`config.mk`:
```
export PLATFORM = sky130hd
export DESIGN_NAME = imem_loader_flat
export DESIGN_NICKNAME = d
export VERILOG_FILES = /design/src/rtl/loader_pkg.sv /design/src/rtl/imem_loader_if.sv /design/src/rtl/uart_rx.sv /design/src/rtl/imem_loader.sv /design/src/flat_wrapper.sv
export SDC_FILE = /design/constraint.sdc
export NUM_CORES = 1
export LEC_CHECK = 0
export ABC_AREA = 1
export CAP_MARGIN = 20
export CORE_AREA = 2 2 144 174
export CTS_CLUSTER_SIZE = 30
export DETAILED_ROUTE_END_ITERATION = 10
export DIE_AREA = 0 0 146 176
export GPL_TIMING_DRIVEN = 1
export PLACE_DENSITY = 0.52
export SLEW_MARGIN = 5
export SYNTH_ARGS = -nofsm -noshare
export SYNTH_HDL_FRONTEND = slang
export SYNTH_SLANG_ARGS = --single-unit
export TNS_END_PERCENT = 50
```
`constraint.sdc`:
```
create_clock -name clk -period 4.3 [get_ports clk]
set_clock_uncertainty 0.15 [all_clocks]
set_input_delay 1.075 -clock clk [delete_from_list [all_inputs] [get_ports clk]]
set_output_delay 1.075 -clock clk [all_outputs]
set_load 0.1 [all_outputs]
```
`src/rtl/loader_pkg.sv`:
```
// Shared types and constants for the instruction-memory boot loader.
package loader_pkg;

  // Frame FSM states
  typedef enum logic [1:0] {
    IDLE,
    LEN,
    DATA,
    DONE
  } state_t;

  localparam int unsigned BYTES_PER_WORD = 4;
  localparam logic [7:0]  DEFAULT_SYNC   = 8'hA5;

endpackage

```
`src/rtl/imem_loader_if.sv`:
```
// Instruction-memory write port driven by the boot loader.
interface imem_loader_if #(
  parameter int unsigned ADDR_W = 7
) ();

  logic              we0;
  logic [31:0]       wr_din0;
  logic [ADDR_W-1:0] wr_addr0;

  modport master (output we0, output wr_din0, output wr_addr0);
  modport slave  (input  we0, input  wr_din0, input  wr_addr0);

endinterface

```
`src/rtl/uart_rx.sv`:
```
// 8N1 UART receiver: 2-flop synchroniser, mid-bit sampling, one-cycle byte/error pulses.
module uart_rx #(
  parameter int unsigned CLKS_PER_BIT = 868
) (
  input  logic       clk,
  input  logic       reset,
  input  logic       rx,
  output logic       byte_valid,
  output logic [7:0] byte_data,
  output logic       frame_err
);

  localparam int unsigned CNT_W = $clog2(CLKS_PER_BIT);
  localparam logic [CNT_W-1:0] HALF = CNT_W'(CLKS_PER_BIT / 2 - 1);
  localparam logic [CNT_W-1:0] LAST = CNT_W'(CLKS_PER_BIT - 1);

  typedef enum logic [1:0] {RX_IDLE, RX_START, RX_BITS, RX_STOP} rx_state_t;

  rx_state_t        st_q, st_d;
  logic             sync1_q, sync1_d, sync2_q, sync2_d, prev_q, prev_d;
  logic [CNT_W-1:0] cnt_q, cnt_d;
  logic [2:0]       bit_q, bit_d;
  logic [7:0]       sh_q, sh_d;
  logic             valid_q, valid_d, ferr_q, ferr_d;
  logic [7:0]       data_q, data_d;

  // Next-state: start-edge detect, half-bit confirm, then sample once per bit period
  always_comb begin
    st_d    = st_q;
    cnt_d   = cnt_q;
    bit_d   = bit_q;
    sh_d    = sh_q;
    data_d  = data_q;
    valid_d = 1'b0;
    ferr_d  = 1'b0;
    sync1_d = rx;
    sync2_d = sync1_q;
    prev_d  = sync2_q;
    case (st_q)
      RX_IDLE: begin
        if (prev_q && !sync2_q) begin
          st_d  = RX_START;
          cnt_d = '0;
        end
      end
      RX_START: begin
        if (cnt_q == HALF) begin
          cnt_d = '0;
          bit_d = '0;
          st_d  = sync2_q ? RX_IDLE : RX_BITS;
        end else begin
          cnt_d = cnt_q + CNT_W'(1);
        end
      end
      RX_BITS: begin
        if (cnt_q == LAST) begin
          cnt_d = '0;
          sh_d  = {sync2_q, sh_q[7:1]};
          if (bit_q == 3'd7) st_d = RX_STOP;
          else bit_d = bit_q + 3'd1;
        end else begin
          cnt_d = cnt_q + CNT_W'(1);
        end
      end
      RX_STOP: begin
        if (cnt_q == LAST) begin
          st_d = RX_IDLE;
          if (sync2_q) begin
            valid_d = 1'b1;
            data_d  = sh_q;
          end else begin
            ferr_d = 1'b1;
          end
        end else begin
          cnt_d = cnt_q + CNT_W'(1);
        end
      end
      default: st_d = RX_IDLE;
    endcase
  end

  // State register; synchroniser idles high
  always_ff @(posedge clk or posedge reset) begin
    if (reset) begin
      st_q    <= RX_IDLE;
      sync1_q <= 1'b1;
      sync2_q <= 1'b1;
      prev_q  <= 1'b1;
      cnt_q   <= '0;
      bit_q   <= '0;
      sh_q    <= '0;
      data_q  <= '0;
      valid_q <= 1'b0;
      ferr_q  <= 1'b0;
    end else begin
      st_q    <= st_d;
      sync1_q <= sync1_d;
      sync2_q <= sync2_d;
      prev_q  <= prev_d;
      cnt_q   <= cnt_d;
      bit_q   <= bit_d;
      sh_q    <= sh_d;
      data_q  <= data_d;
      valid_q <= valid_d;
      ferr_q  <= ferr_d;
    end
  end

  assign byte_valid = valid_q;
  assign byte_data  = data_q;
  assign frame_err  = ferr_q;

endmodule

```
`src/rtl/imem_loader.sv`:
```
// Boot loader: framed UART image -> sequential 32-bit instruction-memory writes.
module imem_loader
  import loader_pkg::*;
#(
  parameter int unsigned CLKS_PER_BIT = 868,
  parameter int unsigned ADDR_W       = 7,
  parameter logic [7:0]  SYNC_BYTE    = DEFAULT_SYNC
) (
  input  logic          clk,
  input  logic          reset,
  input  logic          rx,
  imem_loader_if.master wr,
  output logic          cpu_hold,
  output logic          busy,
  output logic          done,
  output logic          load_err
);

  localparam int unsigned CW  = ADDR_W + 1;
  localparam int unsigned CAP = 1 << ADDR_W;
  localparam logic [1:0]  LAST_IDX = 2'(BYTES_PER_WORD - 1);

  logic       byte_valid, frame_err;
  logic [7:0] byte_data;

  uart_rx #(.CLKS_PER_BIT(CLKS_PER_BIT)) u_rx (
    .clk        (clk),
    .reset      (reset),
    .rx         (rx),
    .byte_valid (byte_valid),
    .byte_data  (byte_data),
    .frame_err  (frame_err)
  );

  state_t            state_q, state_d;
  logic [1:0]        idx_q, idx_d;
  logic [CW-1:0]     cnt_q, cnt_d, wcount_q, wcount_d;
  logic [31:0]       word_q, word_d, din_q, din_d;
  logic [ADDR_W-1:0] waddr_q, waddr_d;
  logic              we0_q, we0_d, hold_q, hold_d, busy_q, busy_d;
  logic              done_q, done_d, err_q, err_d;

  // Frame FSM, word assembler and address counter
  always_comb begin
    state_d  = state_q;
    idx_d    = idx_q;
    cnt_d    = cnt_q;
    wcount_d = wcount_q;
    word_d   = word_q;
    din_d    = din_q;
    waddr_d  = waddr_q;
    hold_d   = hold_q;
    err_d    = err_q;
    we0_d    = 1'b0;
    done_d   = 1'b0;
    case (state_q)
      IDLE: begin
        if (byte_valid && byte_data == SYNC_BYTE) begin
          state_d = LEN;
          hold_d  = 1'b1;
          err_d   = 1'b0;
        end
      end
      LEN: begin
        if (frame_err) begin
          state_d = IDLE;
          err_d   = 1'b1;
        end else if (byte_valid) begin
          // zero or oversize counts clamp to full capacity so the address never wraps
          if (byte_data == 8'd0 || 32'(byte_data) > CAP) wcount_d = CW'(CAP);
          else wcount_d = CW'(byte_data);
          idx_d   = '0;
          cnt_d   = '0;
          state_d = DATA;
        end
      end
      DATA: begin
        if (frame_err) begin
          state_d = IDLE;
          err_d   = 1'b1;
        end else if (byte_valid) begin
          word_d[{idx_q, 3'b000} +: 8] = byte_data;
          if (idx_q == LAST_IDX) begin
            we0_d   = 1'b1;
            din_d   = {byte_data, word_q[23:0]};
            waddr_d = cnt_q[ADDR_W-1:0];
            cnt_d   = cnt_q + CW'(1);
            idx_d   = '0;
            if (cnt_q + CW'(1) == wcount_q) state_d = DONE;
          end else begin
            idx_d = idx_q + 2'd1;
          end
        end
      end
      DONE: begin
        done_d  = 1'b1;
        hold_d  = 1'b0;
        state_d = IDLE;
      end
      default: state_d = IDLE;
    endcase
    busy_d = (state_d == LEN) || (state_d == DATA);
  end

  // State and registered outputs
  always_ff @(posedge clk or posedge reset) begin
    if (reset) begin
      state_q  <= IDLE;
      idx_q    <= '0;
      cnt_q    <= '0;
      wcount_q <= '0;
      word_q   <= '0;
      din_q    <= '0;
      waddr_q  <= '0;
      we0_q    <= 1'b0;
      hold_q   <= 1'b0;
      busy_q   <= 1'b0;
      done_q   <= 1'b0;
      err_q    <= 1'b0;
    end else begin
      state_q  <= state_d;
      idx_q    <= idx_d;
      cnt_q    <= cnt_d;
      wcount_q <= wcount_d;
      word_q   <= word_d;
      din_q    <= din_d;
      waddr_q  <= waddr_d;
      we0_q    <= we0_d;
      hold_q   <= hold_d;
      busy_q   <= busy_d;
      done_q   <= done_d;
      err_q    <= err_d;
    end
  end

  assign wr.we0      = we0_q;
  assign wr.wr_din0  = din_q;
  assign wr.wr_addr0 = waddr_q;
  assign cpu_hold    = hold_q;
  assign busy        = busy_q;
  assign done        = done_q;
  assign load_err    = err_q;

endmodule

```
`src/flat_wrapper.sv`:
```
// flat-port wrapper written by rule: the top's interface ports become plain ports
module imem_loader_flat import loader_pkg::*;
#(
  parameter int unsigned CLKS_PER_BIT = 868,
  parameter int unsigned ADDR_W       = 7,
  parameter logic [7:0]  SYNC_BYTE    = DEFAULT_SYNC
)
  (clk, reset, rx, cpu_hold, busy, done, load_err, wr_we0, wr_wr_din0, wr_wr_addr0);
  imem_loader_if #(.ADDR_W(ADDR_W)) wr_i ();
  input  logic clk;
  input  logic reset;
  input  logic rx;
  output logic cpu_hold;
  output logic busy;
  output logic done;
  output logic load_err;
  output wire logic [$bits(wr_i.we0)-1:0] wr_we0;
  output wire logic [$bits(wr_i.wr_din0)-1:0] wr_wr_din0;
  output wire logic [$bits(wr_i.wr_addr0)-1:0] wr_wr_addr0;
  assign wr_we0 = wr_i.we0;
  assign wr_wr_din0 = wr_i.wr_din0;
  assign wr_wr_addr0 = wr_i.wr_addr0;
  imem_loader #(.CLKS_PER_BIT(CLKS_PER_BIT), .ADDR_W(ADDR_W), .SYNC_BYTE(SYNC_BYTE)) u_core (.clk(clk), .reset(reset), .rx(rx), .wr(wr_i), .cpu_hold(cpu_hold), .busy(busy), .done(done), .load_err(load_err));
endmodule
```
=== Yosys cells after proc, flatten, opt, wreduce, memory -nomap -nowiden ===
Cells that the tools add are included.

* Latch bits: 0
* RAM bits: 0
* Memories kept: 0
* Register bits after elaboration: 132
* Memory bits (read-only): 0
* Logic and storage cells: 138

* Bitwise logic cells: 1
* $lt $le $gt $ge: 1
* Div/mod/pow operators: 0
* Reduce and logical (&&, ||, !) cells: 25
* Shift operators: 2
* Multiply operators: 0
* Add/sub/neg operators: 5
* Eq/ne operators: 28
* Multiplexer cells: 54

{| class="wikitable"
|+ Operators with widths
! kind !! number
|-
| $mux W8 || 6
|-
| $mux W10 || 4
|-
| $pmux W10 S4 || 1
|-
| $mux W2 || 18
|-
| $bwmux W32 || 1
|-
| $shift A8 B7 Y32 const A || 1
|-
| $shiftx A8 B7 Y32 || 1
|-
| $ne A2 B2 Y1 const B || 11
|-
| $pmux W2 S4 || 2
|-
| $pmux W8 S2 || 1
|-
| $mux W1 || 14
|-
| $eq A2 B2 Y1 const B || 6
|-
| $reduce_and A3 Y1 || 4
|-
| $add A10 B1 Y10 const B || 1
|-
| $eq A10 B10 Y1 const B || 1
|-
| $eq A10 B9 Y1 const B || 1
|-
| $reduce_and A5 Y1 || 2
|-
| $mux W3 || 3
|-
| $add A8 B1 Y8 const B || 1
|-
| $eq A8 B8 Y1 || 1
|-
| $eq A8 B8 Y1 const B || 1
|-
| $gt A8 B8 Y1 const B || 1
|-
| $logic_not A8 Y1 || 1
|-
| $reduce_and A4 Y1 || 2
|-
| other kinds (18) || 31
|}

=== Depth between registers and ports, before layout ===
Gate-level depths: netlist of the first run.

* Depth in word-level cells: 9
* Mapped depth: 14
* Gate-level depth less buffers: 14

=== By module ===
Synthesis of the first run repeated with hierarchy kept, for this count alone.

* Cells, all modules: 656
* Area, all modules: 5829.3 um^2

{| class="wikitable"
|+ By module, submodules not included
! module !! times used !! area each (um^2) !! cells an instance
|-
| imem_loader || 1 || 4018.9 || 452
|-
| uart_rx || 1 || 1810.5 || 204
|}

=== Least setup slack after synthesis of the first run ===
Ideal clock, no wire load.

* Path kind: reg-to-output
* From: reg u_core.waddr_q[0] (netlist: u_core.wr.wr_addr0[0])
* To: out wr_wr_addr0[0]
* Stages on the path, launching flop included: 1
* Arrival: 898 ps
* Path buffers: 0
* Slack: 2177 ps
* Path through: dfrtp_1

{| class="wikitable"
|+ RTL lines
! element !! line !! RTL
|-
| start: declaration || imem_loader.sv:39 || <nowiki>logic [ADDR_W-1:0] waddr_q, waddr_d;</nowiki>
|-
| start signal: assignment || imem_loader.sv:127 || <nowiki>waddr_q <= waddr_d;</nowiki>
|-
| end: declaration || flat_wrapper.sv:19 || <nowiki>output wire logic [$bits(wr_i.wr_addr0)-1:0] wr_wr_addr0;</nowiki>
|}

No word-level cell between the ends.

=== Final worst setup path of the first run ===
* From: reg u_core.din_q[25] (netlist: u_core.wr.wr_din0[25])
* To: out wr_wr_din0[25]

{| class="wikitable"
|+ RTL lines
! element !! line !! RTL
|-
| start: declaration || imem_loader.sv:38 || <nowiki>logic [31:0] word_q, word_d, din_q, din_d;</nowiki>
|-
| start signal: assignment || imem_loader.sv:126 || <nowiki>din_q <= din_d;</nowiki>
|-
| end: declaration || flat_wrapper.sv:18 || <nowiki>output wire logic [$bits(wr_i.wr_din0)-1:0] wr_wr_din0;</nowiki>
|}

No word-level cell between the ends.

==> flow_metrics.tcl, run 1 <==
set metrics [dict create \
    yosys-top-cells-area "dfrtp_1 (56%), o21ai_0 (8.6%), nand2_1 (7.9%)" \
    crit_chain "clkdlybuf4s50_1" \
    dr.pass1.iters 5 \
    n_fill_cell 2571 \
    clk_latency_ns 0.41 \
    hold_path_end "u_core.u_rx.prev_d" \
    ys_warn_count 0 \
    cts_setup_buffers 0 \
    slew-limit-headroom_pct 33.6 \
    worst_r2r_endpoint "u_core.word_q[7]" \
    max_stage_delay_ns 1.14 \
    synth.top_cell.area_share_pct 55.7 \
    synth_ff_type "dfrtp_1" \
    p_per_area_nw_per_um2 414 \
    rr_startpoint "u_core.idx_q[0]" \
    grt_start_max_net_pins 46 \
    cts_resized 0 \
    synth.most_common_cell "dfrtp_1" \
    clk_pin_slew_ns 0.06 \
    hold_buffers 0 \
    path_delay_family "buffers and inverters" \
    wl_mm 12.6 \
    tightest_slew_ns 0.993 \
    yosys.area.top_type "dfrtp_1" \
    finalMaxSlewViolations 0 \
    avgSynthCellArea_um2 9.17 \
    antenna_left 0 \
    p_leak_nw 3.01 \
    drtIter0Drc 172 \
    drive_above_1_share_pct 8.75 \
    dieArea_um2 25700 \
    endpoint_kind "primary output" \
    whs_ns 0.214 \
    die_y_um 176 \
    worstSetupStartpointType "flip-flop" \
    cts_buffers 17 \
    cp_slowest_cell "clkdlybuf4s50_1" \
    path_depth 1 \
    finalCriticalPeriod_ns 3.14 \
    ir_worst_vdd_mv 0.240 \
    ctsRootBufferMaster "clkbuf_16" \
    hpwl_mm 8.73 \
    syn_area_um2 5440 \
    min_period_over_period_pct 73.0 \
    fin_setup_tns_ns 0 \
    ys_async_sr_fraction_pct 100 \
    ys_types 34 \
    critPathKind "flip-flop to primary output" \
    grt_first_pass_wirelength_mm 21.2 \
    synthToLayoutAreaGrowth_pct 26.3 \
    post_drt_wl_per_cell_um 12.8 \
    synth-edff-count 0 \
    status "finished clean" \
    cp_data_arrival_time_ns 1.91 \
    hp-class "flip-flop to flip-flop" \
    core_um2 23900 \
    grt_pass1_vias 4023 \
    drcViolationCount 0 \
    hold_viol 0 \
    start_util_pct 22.8 \
    min-delay-start "u_core.u_rx.sync1_q" \
    crit_buf_inv 1 \
    grt.overflow.total 0 \
    viasPerCell 4.10 \
    nNetsFinal 668 \
    yosysSeqAreaShare_pct 57.1 \
    antenna_found_initial 0 \
    ys_top_cells_by_count "dfrtp_1 (121), nand2_1 (114), o21ai_0 (93)" \
    finalSetupViolCount 0 \
    syn_nets 611 \
    io_pins 47 \
    num_antenna_cells 0 \
    path_max_fanout 2 \
    grtUsageTotal_pct 10.4 \
    clkSinkCount 124 \
    fp.dieW_um 146 \
    gp_congestion 0.795 \
    ys_ff_latch 124 \
    cts_buffer_depth 2 \
    final_util_pct 28.8 \
    worstRegToRegCells 6 \
    vias 4026 \
    cts_tree "done" \
    syn_inst 593 \
    htreeDepth 4 \
    r2r_setup_slack_ns 1.83 \
    cap_violations 0 \
    port_buffers 46 \
    worstPathRequired_ns 3.07 \
    fmax_mhz 319 \
    worst_hold_path.num_cells 0 \
    rsz0062_at_grt "no" \
    num_rows 62 \
]
==> cell usage in the layout (no fill, tap or decap), drive strengths merged, types with 7 or more instances in the layout <==
master,instances
dfrtp,121
nand2,117
o21ai,93
inv,88
clkdlybuf4s50,46
nor2,39
nand3,30
clkbuf,25
nand4,23
o22ai,15
ha,15
mux2,7
==> metal layers <==
| metal | vias to the layer above | track usage [%] | part of all wire, % | routed length [um] |
|---|---|---|---|---|
| li1 | 2055 | - | - | - |
| met1 | 1897 | 13.0 | 46 | 5820 |
| met2 | 62 | 17.2 | 49 | 6140 |
| met3 | 12 | 2.87 | 3.1 | 392 |
| met4 | 0 | 3.88 | 1.6 | 197 |
| met5 | - | 0 | 0 | 0 |
==> report_power, final <==
part | switching (W) | leakage (nW) | internal (W)
Combinational | 0.000157 | 1.03 | 0.0000740
Sequential | 0.0000329 | 1.71 | 0.00120
Clock | 0.000493 | 0.271 | 0.000880
Total | 0.000683 | 3.01 | 0.00216
==> flip-flops by register name, summed over array words and instances (netlist names), 2 cells and up, named ones only <==
signal	count
u_core.cnt_q	8
u_core.idx_q	2
u_core.state_q	2
u_core.u_rx.bit_q	3
u_core.u_rx.byte_data	8
u_core.u_rx.cnt_q	10
u_core.u_rx.sh_q	8
u_core.wcount_q	8
u_core.word_q	24
u_core.wr.wr_addr0	7
u_core.wr.wr_din0	32
==> cell families after synthesis <==
logic type | Yosys count | synth area share, %
compound gates | 124 | 12.3
buf+inv | 105 | 7.32
flops | 124 | 57.1
xor+xnor | 4 | 0.897
mux | 7 | 1.45
fa+ha+maj | 15 | 3.45
simple gates | 214 | 17.5
==> how the worst max path moves through the flow <==
stage                           to                  start  slack (ns)
floorplan                async pin                  reset        1.55
global placement    wr_wr_din0[25]  u_core.wr.wr_din0[25]        1.57
detailed placement  wr_wr_din0[25]  u_core.wr.wr_din0[25]        1.57
CTS                 wr_wr_din0[25]  u_core.wr.wr_din0[25]        1.12
global route        wr_wr_din0[25]  u_core.wr.wr_din0[25]        1.08
finish              wr_wr_din0[25]  u_core.wr.wr_din0[25]        1.16
==> area by class of cell <==
type / count / area [um^2] / share of cell area (%)
Multi-Input combinational cell: 364 / 1930 / 28.2
Timing Repair Buffer: 52 / 518 / 7.54
Clock inverter: 7 / 90.1 / 1.31
Clock buffer: 25 / 475 / 6.92
Tap cell: 320 / 400 / 5.83
Sequential cell: 124 / 3110 / 45.2
Inverter: 91 / 345 / 5.03
==> per-stage QoR <==
stage | setup slack (ns) | cell area, um^2 | power, W | instances
2_1_floorplan | 1.55 | 5440 | 0.00143 | 593
3_3_place_gp | 1.57 | 6300 | 0.00149 | 951
3_5_place_dp | 1.57 | 6300 | 0.00149 | 951
4_1_cts | 1.12 | 6870 | 0.00289 | 983
5_1_grt | 1.08 | 6870 | 0.00299 | 983
6_report | 1.16 | 6870 | 0.00284 | 983
Power figures use the tool's default switching activity.
==> run 2: changes to the inputs <==
Settings changed: PLACE_DENSITY 0.52 to 0.5.
Clock period 4.3 ns to 3 ns, I/O delays scaled along.
==> run 2 against run 1 <==
Setup slack worse by 0.30 ns. Clock power up 58%. Global-route usage down 0.10 points. Utilization down 0.16 points. Design area down 0.56%. Non-clock buffer count unchanged. Die area unchanged. Cell count down 0.10%.
==> flow_metrics.tcl, run 2 (synthesized netlist as in run 1, its figures left out) <==
set metrics [dict create \
    hold_buffers 0 \
    finalMaxSlewViolations 0 \
    path_depth 12 \
    setup_ws_ns 0.857 \
    worst_hold_path.num_cells 0 \
    whs_ns 0.221 \
    viasPerCell 4.12 \
    vias 4043 \
    post_drt_wl_per_cell_um 12.5 \
    crit_chain "inv_1, ha_1, nand2_2, nor2_4, nand3_2, nor2_1, nand3_1, nor2_2, nand3_2, a21oi_1, nand2_1, nand2_1" \
    io_pins 47 \
    die_y_um 176 \
    gp_congestion 0.792 \
    fp.dieW_um 146 \
    layout_commonest_cell "dfrtp_1" \
    num_antenna_cells 0 \
    endpoint_kind "flip-flop" \
    cts_buffers 17 \
    max_stage_delay_ns 0.41 \
    clkSinkCount 124 \
    core_um2 23900 \
    clk_pin_slew_ns 0.06 \
    finalCriticalPeriod_ns 2.14 \
    grtUsageTotal_pct 10.3 \
    antenna_left 0 \
    grt.overflow.total 0 \
    ir_worst_vdd_mv 0.349 \
    cts_resized 0 \
    slew-limit-headroom_pct 45.7 \
    path_delay_family "simple AND/OR/NAND/NOR gates" \
    rsz0062_at_grt "no" \
    final_cell_mix "dfrtp_1 (121), nand2_1 (114), o21ai_0 (93), inv_1 (86), buf_4 (48)" \
    grt_start_max_net_pins 91 \
    htreeDepth 4 \
    synthToLayoutAreaGrowth_pct 25.6 \
    clk_latency_ns 0.41 \
    nNetsFinal 668 \
    cp_slowest_cell "dfrtp_1" \
    worstSetupStartpointType "flip-flop" \
    antenna_found_initial 0 \
    worstRegToRegCells 12 \
    largest_reg_flops 32 \
    tightest_slew_ns 0.812 \
    hp-class "flip-flop to flip-flop" \
    hold_viol 0 \
    hpwl_mm 8.59 \
    status "finished clean" \
    drcViolationCount 0 \
    grt_pass1_vias 4128 \
    path_max_fanout 7 \
    p_leak_nw 3.14 \
    dieArea_um2 25700 \
    cts_setup_buffers 0 \
    dr.pass1.iters 4 \
    crit_buf_inv 1 \
    cap_violations 0 \
    cts_tree "done" \
    fmax_mhz 467 \
    worstPathRequired_ns 3.20 \
    drive_above_1_share_pct 16.0 \
    cts_buffer_depth 2 \
    start_util_pct 22.8 \
    post-place-ws_ns 0.842 \
    min_period_over_period_pct 71.4 \
    finalSetupViolCount 0 \
    ctsRootBufferMaster "clkbuf_16" \
    port_buffers 46 \
    grt_first_pass_wirelength_mm 21.0 \
    drtIter0Drc 244 \
    wl_mm 12.2 \
    fin_setup_tns_ns 0 \
    p_per_area_nw_per_um2 625 \
    critPathKind "flip-flop to flip-flop" \
    num_rows 62 \
    cp_data_arrival_time_ns 2.34 \
]
[run 2: cell types whose count changed in the layout (fill, tap and decap cells not counted)]
cell / previous run / this run
clkdlybuf4s50_1: 46 / 2
buf_4: 5 / 48
clkbuf_1: 6 / 1
bufinv_16: 2 / 4
clkinv_4: 0 / 2
buf_12: 1 / 2
[run 2: layout make-up]
| type | count | area, um^2 |
|---|---|---|
| fill | 2603 | 17100 |
| sequential | 124 | 3110 |
| multi-input combinational | 364 | 1930 |
| clock buffer | 20 | 457 |
| timing repair buffer | 52 | 420 |
| tap | 320 | 400 |
| inverter | 91 | 345 |
| clock inverter | 11 | 168 |
[run 2: worst paths after layout]
check	from	end	slack, ns
max	u_core.state_q[0]	u_core.busy	0.86
min	u_core.u_rx.sync1_q	u_core.u_rx.prev_d	0.22
max reg2reg	u_core.state_q[0]	u_core.busy	0.86
min reg2reg	u_core.u_rx.sync1_q	u_core.u_rx.prev_d	0.22
max in group asynchronous	reset	u_core.wr.wr_din0[23]	1.56
min in group asynchronous	reset	u_core.wr.wr_din0[28]	0.69
[run 2: power breakdown]
group	internal [W]	leakage, nW	total [W]	switching [W]
sequential	0.00173	1.71	0.00177	0.0000473
clock	0.00143	0.302	0.00216	0.000734
combinational	0.000105	1.13	0.000332	0.000226
[run 2: worst register-to-register path: stages (launching register included)]
cell and delay (ns):
dfrtp_1 0.41, inv_1 0.14, ha_1 0.30, nand2_2 0.10
nor2_4 0.19, nand3_2 0.08, nor2_1 0.10, nand3_1 0.10
nor2_2 0.10, nand3_2 0.11, a21oi_1 0.19, nand2_1 0.07
nand2_1 0.06
[run 2: stage by stage]
stage	instances	util, %	area [um^2]	power, W
floorplan	593	-	5440	0.00205
global placement	951	26.0	6210	0.00214
detailed placement	951	26.0	6210	0.00214
CTS	982	28.6	6830	0.00434
global route	982	28.6	6830	0.00448
finish	982	28.6	6830	0.00427
[run 2: routing by layer]
| layer | routed length, um | track usage [%] | vias to the layer above |
|---|---|---|---|
| li1 | - | - | 2065 |
| met1 | 5680 | 12.7 | 1922 |
| met2 | 6070 | 17.3 | 42 |
| met3 | 337 | 2.92 | 14 |
| met4 | 146 | 3.40 | 0 |
| met5 | 0 | 0 | - |
